`config.mk`:
```
export PLATFORM = sky130hd
export DESIGN_NAME = reg_bus_initiator_flat
export DESIGN_NICKNAME = d
export VERILOG_FILES = /design/src/rtl/reg_bus_initiator_pkg.sv /design/src/rtl/reg_bus.sv /design/src/rtl/reg_cmd_fifo.sv /design/src/rtl/reg_bus_initiator.sv /design/src/flat_wrapper.sv
export SDC_FILE = /design/constraint.sdc
export NUM_CORES = 1
export LEC_CHECK = 0
export ABC_AREA = 1
export BUFFER_PORTS_ARGS = -buffer_cell sky130_fd_sc_hd__buf_4
export CORE_ASPECT_RATIO = 0.7
export CORE_MARGIN = 2
export CORE_UTILIZATION = 40
export CTS_CLUSTER_SIZE = 30
export DETAILED_ROUTE_END_ITERATION = 6
export MAX_ROUTING_LAYER = met4
export PLACE_DENSITY = 0.56
export SETUP_SLACK_MARGIN = 0.15
export SLEW_MARGIN = 30
export SYNTH_ARGS = -nofsm -noshare
export SYNTH_HDL_FRONTEND = slang
export SYNTH_SLANG_ARGS = --single-unit
```
`constraint.sdc`:
```
create_clock -name clk_i -period 5.5 [get_ports clk_i]
set_input_delay 0.275 -clock clk_i [delete_from_list [all_inputs] [get_ports clk_i]]
set_output_delay 0.275 -clock clk_i [all_outputs]
set_load 0.1 [all_outputs]
```
`src/rtl/reg_bus_initiator_pkg.sv`:
```
// reg_bus_initiator_pkg: shared types for the REG_BUS command initiator.
// Holds the FSM state enum and the command record. The record is a macro because
// its field widths follow each instance's ADDR_WIDTH/DATA_WIDTH.
`ifndef REG_BUS_INITIATOR_PKG_SV
`define REG_BUS_INITIATOR_PKG_SV

// Command record: byte address, direction, write data and byte strobes.
`define REG_BUS_INIT_CMD_T(AW, DW) \
    struct packed { \
        logic [(AW)-1:0]     addr;  \
        logic                write; \
        logic [(DW)-1:0]     wdata; \
        logic [(DW)/8-1:0]   wstrb; \
    }

package reg_bus_initiator_pkg;

    // Initiator phases: waiting for a command, bus request, response hand-off.
    typedef enum logic [1:0] {
        IDLE = 2'd0,
        REQ  = 2'd1,
        RSP  = 2'd2
    } state_e;

    // Pointer width for an n-entry ring; a 1-entry ring still needs one bit.
    function automatic int unsigned ptr_width(input int unsigned n);
        return (n > 1) ? $clog2(n) : 1;
    endfunction

endpackage

`endif

```
`src/rtl/reg_bus.sv`:
```
// REG_BUS: single-outstanding register bus. The initiator drives addr, write,
// wdata, wstrb and valid; the responder returns rdata, error and ready in the
// same cycle it accepts the request.
interface REG_BUS #(
    parameter int ADDR_WIDTH = 32,
    parameter int DATA_WIDTH = 32
) ();
    logic [ADDR_WIDTH-1:0]   addr;
    logic                    write;
    logic [DATA_WIDTH-1:0]   rdata;
    logic [DATA_WIDTH-1:0]   wdata;
    logic [DATA_WIDTH/8-1:0] wstrb;
    logic                    error;
    logic                    valid;
    logic                    ready;

    modport in  (input  addr, write, wdata, wstrb, valid,
                 output rdata, error, ready);
    modport out (output addr, write, wdata, wstrb, valid,
                 input  rdata, error, ready);
endinterface

```
`src/rtl/reg_cmd_fifo.sv`:
```
// reg_cmd_fifo: register-based command FIFO with wrap-around pointers.
// The head is read straight from storage, so a push into an empty FIFO only
// becomes visible on the following cycle. A push while full is accepted when a
// pop happens in the same cycle, since the pop frees the slot.
module reg_cmd_fifo
    import reg_bus_initiator_pkg::*;
#(
    parameter int ADDR_WIDTH = 32,
    parameter int DATA_WIDTH = 32,
    parameter int DEPTH      = 4
) (
    input  logic clk_i,
    input  logic rst_ni,
    input  logic push_i,
    input  `REG_BUS_INIT_CMD_T(ADDR_WIDTH, DATA_WIDTH) wcmd_i,
    output logic full_o,
    input  logic pop_i,
    output `REG_BUS_INIT_CMD_T(ADDR_WIDTH, DATA_WIDTH) rcmd_o,
    output logic empty_o
);
    typedef `REG_BUS_INIT_CMD_T(ADDR_WIDTH, DATA_WIDTH) cmd_t;

    localparam int PTR_W = ptr_width(DEPTH);
    localparam int CNT_W = $clog2(DEPTH + 1);

    cmd_t             mem [DEPTH];
    logic [PTR_W-1:0] wptr, rptr;
    logic [CNT_W-1:0] count;
    logic             do_push, do_pop;

    assign full_o  = (count == CNT_W'(DEPTH));
    assign empty_o = (count == '0);
    assign do_pop  = pop_i && !empty_o;
    assign do_push = push_i && (!full_o || do_pop);
    assign rcmd_o  = mem[rptr];

    function automatic logic [PTR_W-1:0] ptr_next(input logic [PTR_W-1:0] p);
        return (p == PTR_W'(DEPTH - 1)) ? '0 : p + 1'b1;
    endfunction

    // Pointer and occupancy bookkeeping.
    always_ff @(posedge clk_i or negedge rst_ni) begin
        if (!rst_ni) begin
            wptr  <= '0;
            rptr  <= '0;
            count <= '0;
        end else begin
            if (do_push) wptr <= ptr_next(wptr);
            if (do_pop)  rptr <= ptr_next(rptr);
            case ({do_push, do_pop})
                2'b10:   count <= count + 1'b1;
                2'b01:   count <= count - 1'b1;
                default: count <= count;
            endcase
        end
    end

    // Entry storage; contents are don't-care until written, so no reset.
    always_ff @(posedge clk_i) begin
        if (do_push) mem[wptr] <= wcmd_i;
    end

endmodule

```
`src/rtl/reg_bus_initiator.sv`:
```
// reg_bus_initiator: queues read/write commands and issues them one at a time
// on REG_BUS, returning one in-order response (rdata, error) per command.
// Optional feature: define REG_BUS_INITIATOR_TIMEOUT_EN to build a REQ-phase
// watchdog that aborts a transaction after TIMEOUT_CYCLES cycles without ready.
module reg_bus_initiator
    import reg_bus_initiator_pkg::*;
#(
    parameter int ADDR_WIDTH     = 32,
    parameter int DATA_WIDTH     = 32,
    parameter int CMD_DEPTH      = 4,
    parameter int TIMEOUT_CYCLES = 255
) (
    input  logic                    clk_i,
    input  logic                    rst_ni,
    input  logic                    cmd_valid_i,
    output logic                    cmd_ready_o,
    input  logic [ADDR_WIDTH-1:0]   cmd_addr_i,
    input  logic                    cmd_write_i,
    input  logic [DATA_WIDTH-1:0]   cmd_wdata_i,
    input  logic [DATA_WIDTH/8-1:0] cmd_wstrb_i,
    output logic                    rsp_valid_o,
    input  logic                    rsp_ready_i,
    output logic [DATA_WIDTH-1:0]   rsp_rdata_o,
    output logic                    rsp_error_o,
    REG_BUS.out                     reg_o
);
    typedef `REG_BUS_INIT_CMD_T(ADDR_WIDTH, DATA_WIDTH) cmd_t;

    state_e state;
    cmd_t   cmd_in, fifo_head;
    logic   fifo_full, fifo_empty, fifo_push, fifo_pop;
    logic   tmo_hit;

    assign cmd_in.addr  = cmd_addr_i;
    assign cmd_in.write = cmd_write_i;
    assign cmd_in.wdata = cmd_wdata_i;
    assign cmd_in.wstrb = cmd_wstrb_i;

    // Ready is a function of occupancy alone so it never depends on rsp_ready_i.
    assign cmd_ready_o = !fifo_full;
    assign fifo_push   = cmd_valid_i && !fifo_full;

    // Pop whenever a new bus request starts: from IDLE, or straight out of RSP.
    assign fifo_pop = !fifo_empty &&
                      ((state == IDLE) || ((state == RSP) && rsp_ready_i));

    reg_cmd_fifo #(
        .ADDR_WIDTH (ADDR_WIDTH),
        .DATA_WIDTH (DATA_WIDTH),
        .DEPTH      (CMD_DEPTH)
    ) u_fifo (
        .clk_i   (clk_i),
        .rst_ni  (rst_ni),
        .push_i  (fifo_push),
        .wcmd_i  (cmd_in),
        .full_o  (fifo_full),
        .pop_i   (fifo_pop),
        .rcmd_o  (fifo_head),
        .empty_o (fifo_empty)
    );

`ifdef REG_BUS_INITIATOR_TIMEOUT_EN
    localparam int TMO_W = $clog2(TIMEOUT_CYCLES + 1);
    logic [TMO_W-1:0] tmo_cnt;

    // Abort when this cycle would take the count to the limit; ready still wins.
    assign tmo_hit = (tmo_cnt == TMO_W'(TIMEOUT_CYCLES - 1)) && !reg_o.ready;

    // Count REQ cycles without ready; zero outside REQ so each request starts at 0.
    always_ff @(posedge clk_i or negedge rst_ni) begin
        if (!rst_ni)                          tmo_cnt <= '0;
        else if (state != REQ || reg_o.ready) tmo_cnt <= '0;
        else                                  tmo_cnt <= tmo_cnt + 1'b1;
    end
`else
    logic unused_tmo_cfg;
    assign unused_tmo_cfg = (TIMEOUT_CYCLES == 0);
    assign tmo_hit        = 1'b0;
`endif

    // Control FSM with registered bus and response outputs.
    always_ff @(posedge clk_i or negedge rst_ni) begin
        if (!rst_ni) begin
            state       <= IDLE;
            reg_o.valid <= 1'b0;
            reg_o.addr  <= '0;
            reg_o.write <= 1'b0;
            reg_o.wdata <= '0;
            reg_o.wstrb <= '0;
            rsp_valid_o <= 1'b0;
            rsp_rdata_o <= '0;
            rsp_error_o <= 1'b0;
        end else begin
            // Loading the request register is shared by IDLE and RSP exits.
            if (fifo_pop) begin
                reg_o.valid <= 1'b1;
                reg_o.addr  <= fifo_head.addr;
                reg_o.write <= fifo_head.write;
                reg_o.wdata <= fifo_head.wdata;
                reg_o.wstrb <= fifo_head.write ? fifo_head.wstrb : '0;
            end
            case (state)
                IDLE: begin
                    if (fifo_pop) state <= REQ;
                end
                REQ: begin
                    if (reg_o.ready) begin
                        reg_o.valid <= 1'b0;
                        rsp_valid_o <= 1'b1;
                        rsp_rdata_o <= reg_o.write ? '0 : reg_o.rdata;
                        rsp_error_o <= reg_o.error;
                        state       <= RSP;
                    end else if (tmo_hit) begin
                        reg_o.valid <= 1'b0;
                        rsp_valid_o <= 1'b1;
                        rsp_rdata_o <= '0;
                        rsp_error_o <= 1'b1;
                        state       <= RSP;
                    end
                end
                RSP: begin
                    if (rsp_ready_i) begin
                        rsp_valid_o <= 1'b0;
                        state       <= fifo_pop ? REQ : IDLE;
                    end
                end
                default: state <= IDLE;
            endcase
        end
    end

endmodule
```
`src/flat_wrapper.sv`:
```
// flat-port wrapper written by rule: the top's interface ports become plain ports
module reg_bus_initiator_flat import reg_bus_initiator_pkg::*;
#(
    parameter int ADDR_WIDTH     = 32,
    parameter int DATA_WIDTH     = 32,
    parameter int CMD_DEPTH      = 4,
    parameter int TIMEOUT_CYCLES = 255
)
  (clk_i, rst_ni, cmd_valid_i, cmd_ready_o, cmd_addr_i, cmd_write_i, cmd_wdata_i, cmd_wstrb_i, rsp_valid_o, rsp_ready_i, rsp_rdata_o, rsp_error_o, reg_o_addr, reg_o_write, reg_o_wdata, reg_o_wstrb, reg_o_valid, reg_o_rdata, reg_o_error, reg_o_ready);
  REG_BUS #(.ADDR_WIDTH(ADDR_WIDTH), .DATA_WIDTH(DATA_WIDTH)) reg_o_i ();
  input  logic clk_i;
  input  logic rst_ni;
  input  logic cmd_valid_i;
  output logic cmd_ready_o;
  input  logic [ADDR_WIDTH-1:0] cmd_addr_i;
  input  logic cmd_write_i;
  input  logic [DATA_WIDTH-1:0] cmd_wdata_i;
  input  logic [DATA_WIDTH/8-1:0] cmd_wstrb_i;
  output logic rsp_valid_o;
  input  logic rsp_ready_i;
  output logic [DATA_WIDTH-1:0] rsp_rdata_o;
  output logic rsp_error_o;
  output wire logic [$bits(reg_o_i.addr)-1:0] reg_o_addr;
  output wire logic [$bits(reg_o_i.write)-1:0] reg_o_write;
  output wire logic [$bits(reg_o_i.wdata)-1:0] reg_o_wdata;
  output wire logic [$bits(reg_o_i.wstrb)-1:0] reg_o_wstrb;
  output wire logic [$bits(reg_o_i.valid)-1:0] reg_o_valid;
  input wire logic [$bits(reg_o_i.rdata)-1:0] reg_o_rdata;
  input wire logic [$bits(reg_o_i.error)-1:0] reg_o_error;
  input wire logic [$bits(reg_o_i.ready)-1:0] reg_o_ready;
  assign reg_o_addr = reg_o_i.addr;
  assign reg_o_write = reg_o_i.write;
  assign reg_o_wdata = reg_o_i.wdata;
  assign reg_o_wstrb = reg_o_i.wstrb;
  assign reg_o_valid = reg_o_i.valid;
  assign reg_o_i.rdata = reg_o_rdata;
  assign reg_o_i.error = reg_o_error;
  assign reg_o_i.ready = reg_o_ready;
  reg_bus_initiator #(.ADDR_WIDTH(ADDR_WIDTH), .DATA_WIDTH(DATA_WIDTH), .CMD_DEPTH(CMD_DEPTH), .TIMEOUT_CYCLES(TIMEOUT_CYCLES)) u_core (.clk_i(clk_i), .rst_ni(rst_ni), .cmd_valid_i(cmd_valid_i), .cmd_ready_o(cmd_ready_o), .cmd_addr_i(cmd_addr_i), .cmd_write_i(cmd_write_i), .cmd_wdata_i(cmd_wdata_i), .cmd_wstrb_i(cmd_wstrb_i), .rsp_valid_o(rsp_valid_o), .rsp_ready_i(rsp_ready_i), .rsp_rdata_o(rsp_rdata_o), .rsp_error_o(rsp_error_o), .reg_o(reg_o_i));
endmodule
```
* Word level (Yosys, flattened, before mapping)
Memory sizes are Yosys's and may differ from the RTL's.
Index checks and enable logic that the tools add are counted.
** Word-level totals
- Input bits :: 107
- Register bits :: 113
- Memories kept :: 1
- Bits in latches :: 0
- Bits in writable memories :: 276
- Memory bits (read-only) :: 0
- Word-level logic and storage cells :: 61
** Cells by class
- Reductions and logical operators :: 16
- Mux-type cells :: 18
- Shifts and indexed selects :: 0
- Order comparisons :: 0
- Bitwise operators :: 0
- Div/mod/pow operators :: 0
- Equality and inequality tests :: 10
- $add $sub $neg :: 4
- $mul :: 0
** Memories
- u_core.u_fifo.mem :: depth 4, width 69, rd ports 1, clocked after Yosys merged registers in 0, wr ports 1, RTL line reg_cmd_fifo.sv:26 : cmd_t mem [DEPTH];
** Operators by type and width (number)
- $mux 32 :: 1
- $mux 2 :: 5
- $eq 2x2->1 const B :: 4
- $mux 1 :: 8
- $pmux 2 s3 :: 1
- $pmux 3 s2 :: 1
- $reduce_and 3->1 :: 2
- $logic_and 1x1->1 :: 5
- $add 2x1->2 const B :: 2
- $eq 2x1->1 const B :: 2
- $mux 4 :: 1
- $ne 2x2->1 const B :: 2
- $reduce_bool 2->1 :: 2
- $add 3x1->3 const B :: 1
- $eq 3x3->1 const B :: 1
- $logic_not 3->1 :: 1
- $sub 3x1->3 const B :: 1
- $logic_not 1->1 :: 2
- $logic_not 2->1 :: 1
- $logic_or 1x1->1 :: 2
- $ne 2x1->1 const B :: 1
- $pmux 1 s2 :: 1
- $reduce_and 2->1 :: 1

* Logic depth before layout (Yosys ltp)
- Depth after elaboration :: 9
- Mapped depth :: 10

* Cells and area by module
From an unflattened synthesis, not the netlist that was laid out.
** Unflattened totals
- Cells, all modules :: 1333
- Area total of the unflattened synthesis :: 15567.4 um^2
** By module, submodules not included
- reg_cmd_fifo :: instances 1, cells an instance 866, seq. area each 8463.1 um^2, area an instance 11350.9 um^2
- reg_bus_initiator :: instances 1, cells an instance 467, seq. area each 2652.5 um^2, area an instance 4216.5 um^2

* Least setup slack after synthesis
No wires, ideal clock.
- Kind :: reg-to-reg
- Start :: register u_core.u_fifo.count[0]
- End :: memory u_core.u_fifo.mem[0][0] (netlist bit), enable pin
- Required time :: 5.003 ns
- Arrival time :: 4.578 ns
- Setup slack :: 0.425 ns
- Period minus slack after synthesis :: 5.075 ns
- Buffers on the path :: 0
- Setup time :: 0.497 ns
- Stages on the path, launching flop included :: 5
- Cells stage by stage :: dfrtp_1 inv_1 nand3_1 nand2_1 nor2_1
** RTL lines
- start: declaration :: RTL line reg_cmd_fifo.sv:28 : logic [CNT_W-1:0] count;
- start signal: assignment :: RTL line reg_cmd_fifo.sv:51 : 2'b10: count <= count + 1'b1;
- start signal: assignment :: RTL line reg_cmd_fifo.sv:52 : 2'b01: count <= count - 1'b1;
- start signal: assignment :: RTL line reg_cmd_fifo.sv:53 : default: count <= count;
- $eq 3x3->1 (*) :: RTL line reg_cmd_fifo.sv:31 : assign full_o = (count == CNT_W'(DEPTH));
- $logic_not 1->1 (*)
- net cmd_ready_o :: RTL line flat_wrapper.sv:14 : output logic cmd_ready_o;
- $logic_and 1x1->1 / $logic_or 1x1->1 (equally long branches) :: RTL line reg_bus_initiator.sv:41, reg_cmd_fifo.sv:34
- $logic_and 1x1->1 (*) :: RTL line reg_cmd_fifo.sv:34 : assign do_push = push_i && (!full_o || do_pop);
- $mux 1 (*) :: RTL line reg_cmd_fifo.sv:60 : if (do_push) mem[wptr] <= wcmd_i;
- $mux 1 (implied by the code) (*) :: RTL line reg_cmd_fifo.sv:60
- end: declaration :: RTL line reg_cmd_fifo.sv:26
Mark *: on every way through the listed nets, which the timed path passes. The rest lies on a longest branch.

* Final worst setup path
- Start :: register u_core.u_fifo.count[0]
- End :: memory u_core.u_fifo.mem[3][31] (netlist bit), enable pin
** On the way
- Cells in the longest elaborated chain, start to end :: 8
** RTL lines
- $logic_not 3->1 :: RTL line reg_cmd_fifo.sv:32 : assign empty_o = (count == '0);
- $logic_not 1->1 :: RTL line reg_cmd_fifo.sv:33, reg_bus_initiator.sv:44
- $logic_and 1x1->1 :: RTL line reg_bus_initiator.sv:44 : assign fifo_pop = !fifo_empty &&
- $logic_and 1x1->1 :: RTL line reg_cmd_fifo.sv:33 : assign do_pop = pop_i && !empty_o;
- $logic_or 1x1->1 :: RTL line reg_cmd_fifo.sv:34
- $logic_and 1x1->1 (*) :: RTL line reg_cmd_fifo.sv:34
- $mux 1 (*) :: RTL line reg_cmd_fifo.sv:60
- $mux 1 (implied by the code) (*) :: RTL line reg_cmd_fifo.sv:60
Mark *: on every way between the ends. The rest lies on a longest branch, timed or not.

==> metrics.txt <==
Seq/Total Area, Yosys=0.736; Pre-antenna DRT Iters=4; critical path required time=5.71 ns; critical path type=flip-flop to flip-flop; hold_sp=reg_o_rdata[29]; # Max-Cap Violations=0; TritonCTS Buffers=39; Post-route DRC=0; CORE AREA=37200 sq um; WL/cell=16.9 um; placed instance area=17100 sq um; share of cells above drive strength 1=0.181; final hold vios=0; Reg2Reg Setup Slack=3.00 ns; tightest hold margin=0.0258 ns; Tightest Pin Transition=0.951 ns; I/O Pins=212; Chip Height=167 um; cell depth of the worst flop-to-flop path=5; crit end category=flip-flop; GP Congestion=0.723; Crit Reg-Reg Endpoint=u_core.u_fifo.mem[3][31]$_DFFE_PP_; drt via density=4.75; syn_nets=1439; Avg Inst Size Synth=11.4 sq um; first-pass GRT wire length=56500 um; crit path cell chain=inv_1 -> nand3_1 -> nand2_1 -> nor2_4 -> buf_12; design area=19200 sq um; CP arrival=2.70 ns; status=complete, no violations; H-tree Lvls=2; Max clock buf depth=3; FFs w/ async S/R, synth=0.290; aggregate global routing overflow=0; Sink Count=389; Reg-to-Reg Start=u_core.u_fifo.count[0]$_DFFE_PN0P_; CTS tree=yes; Syn. warnings=0; Root Driver=clkbuf_16; Peak Freq=401 MHz; Detailed Route WL=35800 um; HP Class=input port to flip-flop; Mapped Cells=1325; min Tclk post-route=2.50 ns; Post-Syn Area=15100 sq um; DPL Wire Length=19800 um; Final nets=1713; Initial DRC Count=641; post-route ant nets=0; largest net degree at the start of global routing=98; Final setup viols=0; top-area cell type share of the netlist area=0.549; Bufs and invs on worst path=2; Die Wd=236 um; synth top area cells=edfxtp_1, dfrtp_1, nand2_1; Worst Path Max Fanout=45; Setup Skew=0.0177 ns; Yosys cell types=25; Fin Setup TNS=0 ns; Seq cells post-synth=389; Final period util=0.454; Initial Utilization=0.406; clock slew at reported path FFs=0.06 ns; vias in the first global route=9905; die area=39300 sq um; WHS Endpoint=u_core.rsp_rdata_o[29]$_DFFE_PN0P_; fin. max-slew vios=0; Area Growth Syn to Fin=26.9%; num rows=59; max incr delay on CP=0.85 ns; worst rel slew slack=0.364; crit path max-delay cell type=nor2_4; RSZ-0062 raised after global routing=false; Post-synth EDFFs=276; area leader, netlist=edfxtp_1; via count=10100; crit path launch type=flip-flop; initial antenna violation count=3; Clk Latency, worst-skew pair=0.54 ns; Total GRT Usage=0.189; Most used DFF post-synth=edfxtp_1; number of port buffers=211; Crit path max-delay family=simple AND/OR/NAND/NOR gates; hold path cells=3
metrics by stage:
step | cells | utilization | setup slack, ns
2_1_floorplan | 1325 | - | 0.425
3_3_place_gp | 1967 | 0.459 | 2.67
3_5_place_dp | 1968 | 0.459 | 2.78
4_1_cts | 2116 | 0.514 | 2.76
5_1_grt | 2120 | 0.515 | 2.78
6_report | 2120 | 0.515 | 3.00
registers in the layout, summed over array words and instances (netlist names):
name                 count
u_core.reg_o.addr       32
u_core.u_fifo.mem      276
u_core.u_fifo.wptr       2
u_core.u_fifo.count      3
u_core.rsp_error_o       1
u_core.state             2
u_core.reg_o.valid       1
u_core.rsp_valid_o       1
u_core.u_fifo.rptr       2
u_core.reg_o.write       1
u_core.reg_o.wdata      32
u_core.reg_o.wstrb       4
u_core.rsp_rdata_o      32
worst register-to-register path, stage by stage (launching register included):
cell,delay [ns]
dfrtp_1,0.39
inv_1,0.09
nand3_1,0.10
nand2_1,0.33
nor2_4,0.86
buf_12,0.38
layer usage:
metal  GRT usage  vias to the layer above  wire, um
met5           -                        -         0
li1            -                     4950         -
met4      0.0427                        0       582
met2       0.297                      199     16500
met3      0.0353                       51      1560
met1       0.256                     4862     17200
kinds of logic (layout without fill, tap and decap cells):
group                    Yosys count  count (layout)  synth area share
flip-flops                       389             389             0.736
buffers and inverters            107             411            0.0349
other                              0               3                 0
AO/OA/AOI/OAI                    171             171            0.0574
adder cells (fa/ha/maj)            7               7           0.00630
XOR/XNOR                           2               2           0.00116
AND/OR/NAND/NOR                  649             649             0.164
synth_stat cells (3+ instances only):
cell type and number:
buf_2 21, buf_4 14, buf_6 6, clkbuf_1 27
dfrtp_1 113, edfxtp_1 276, ha_1 6, inv_1 33
inv_2 3, nand2_1 365, nand3_1 16, nor2_1 265
o21ai_0 156, o21ai_1 9
how the worst max path moves through the flow:
stage	startpoint	endpoint	slack [ns]	depth (start not counted)
2_1_floorplan	u_core.u_fifo.count[0]$_DFFE_PN0P_	u_core.u_fifo.mem[0][0]$_DFFE_PP_	0.43	4
3_5_place_dp	u_core.u_fifo.count[0]$_DFFE_PN0P_	u_core.u_fifo.mem[2][36]$_DFFE_PP_	2.78	5
5_1_grt	u_core.u_fifo.count[0]$_DFFE_PN0P_	u_core.u_fifo.mem[3][31]$_DFFE_PP_	2.78	5
3_3_place_gp	u_core.u_fifo.rptr[1]$_DFFE_PN0P_	u_core.reg_o.write$_DFFE_PN0P_	2.67	6
6_report	u_core.u_fifo.count[0]$_DFFE_PN0P_	u_core.u_fifo.mem[3][31]$_DFFE_PP_	3.00	5
4_1_cts	u_core.u_fifo.count[0]$_DFFE_PN0P_	u_core.u_fifo.mem[2][36]$_DFFE_PP_	2.76	5
final cells by class:
cell class | count | area [sq um]
Sequential cell | 389 | 11100
Timing Repair Buffer | 304 | 2530
Fill cell | 3310 | 18100
Tap cell | 488 | 611
Multi-Input combinational cell | 829 | 3480
Clock buffer | 53 | 1100
Inverter | 36 | 140
Clock inverter | 18 | 155
Antenna cell | 3 | 7.51
layout by cell type (no fill, tap or decap), drive strengths merged:
cell type / n
nand2: 365
edfxtp: 276
nor2: 266
buf: 227
o21ai: 166
dfrtp: 113
dlygate4sd3: 77
clkbuf: 53
inv: 36
nand3: 16
clkinv: 15
ha: 6
diode: 3
bufinv: 3
o31ai: 2
a21oi: 2
xnor2: 2
nor3: 1
or2: 1
a21o: 1
fa: 1
timing repair:
action / in CTS / in global routing
hold buffers: 77 / 0
endpoints found under the hold margin: 350 / 0
buffers inserted: 0 / 0
gates resized for setup: 0 / 0
Power is left out: the tool's default activity adds up to more than one toggle a clock period on the data nets, which glitch-free logic cannot reach.
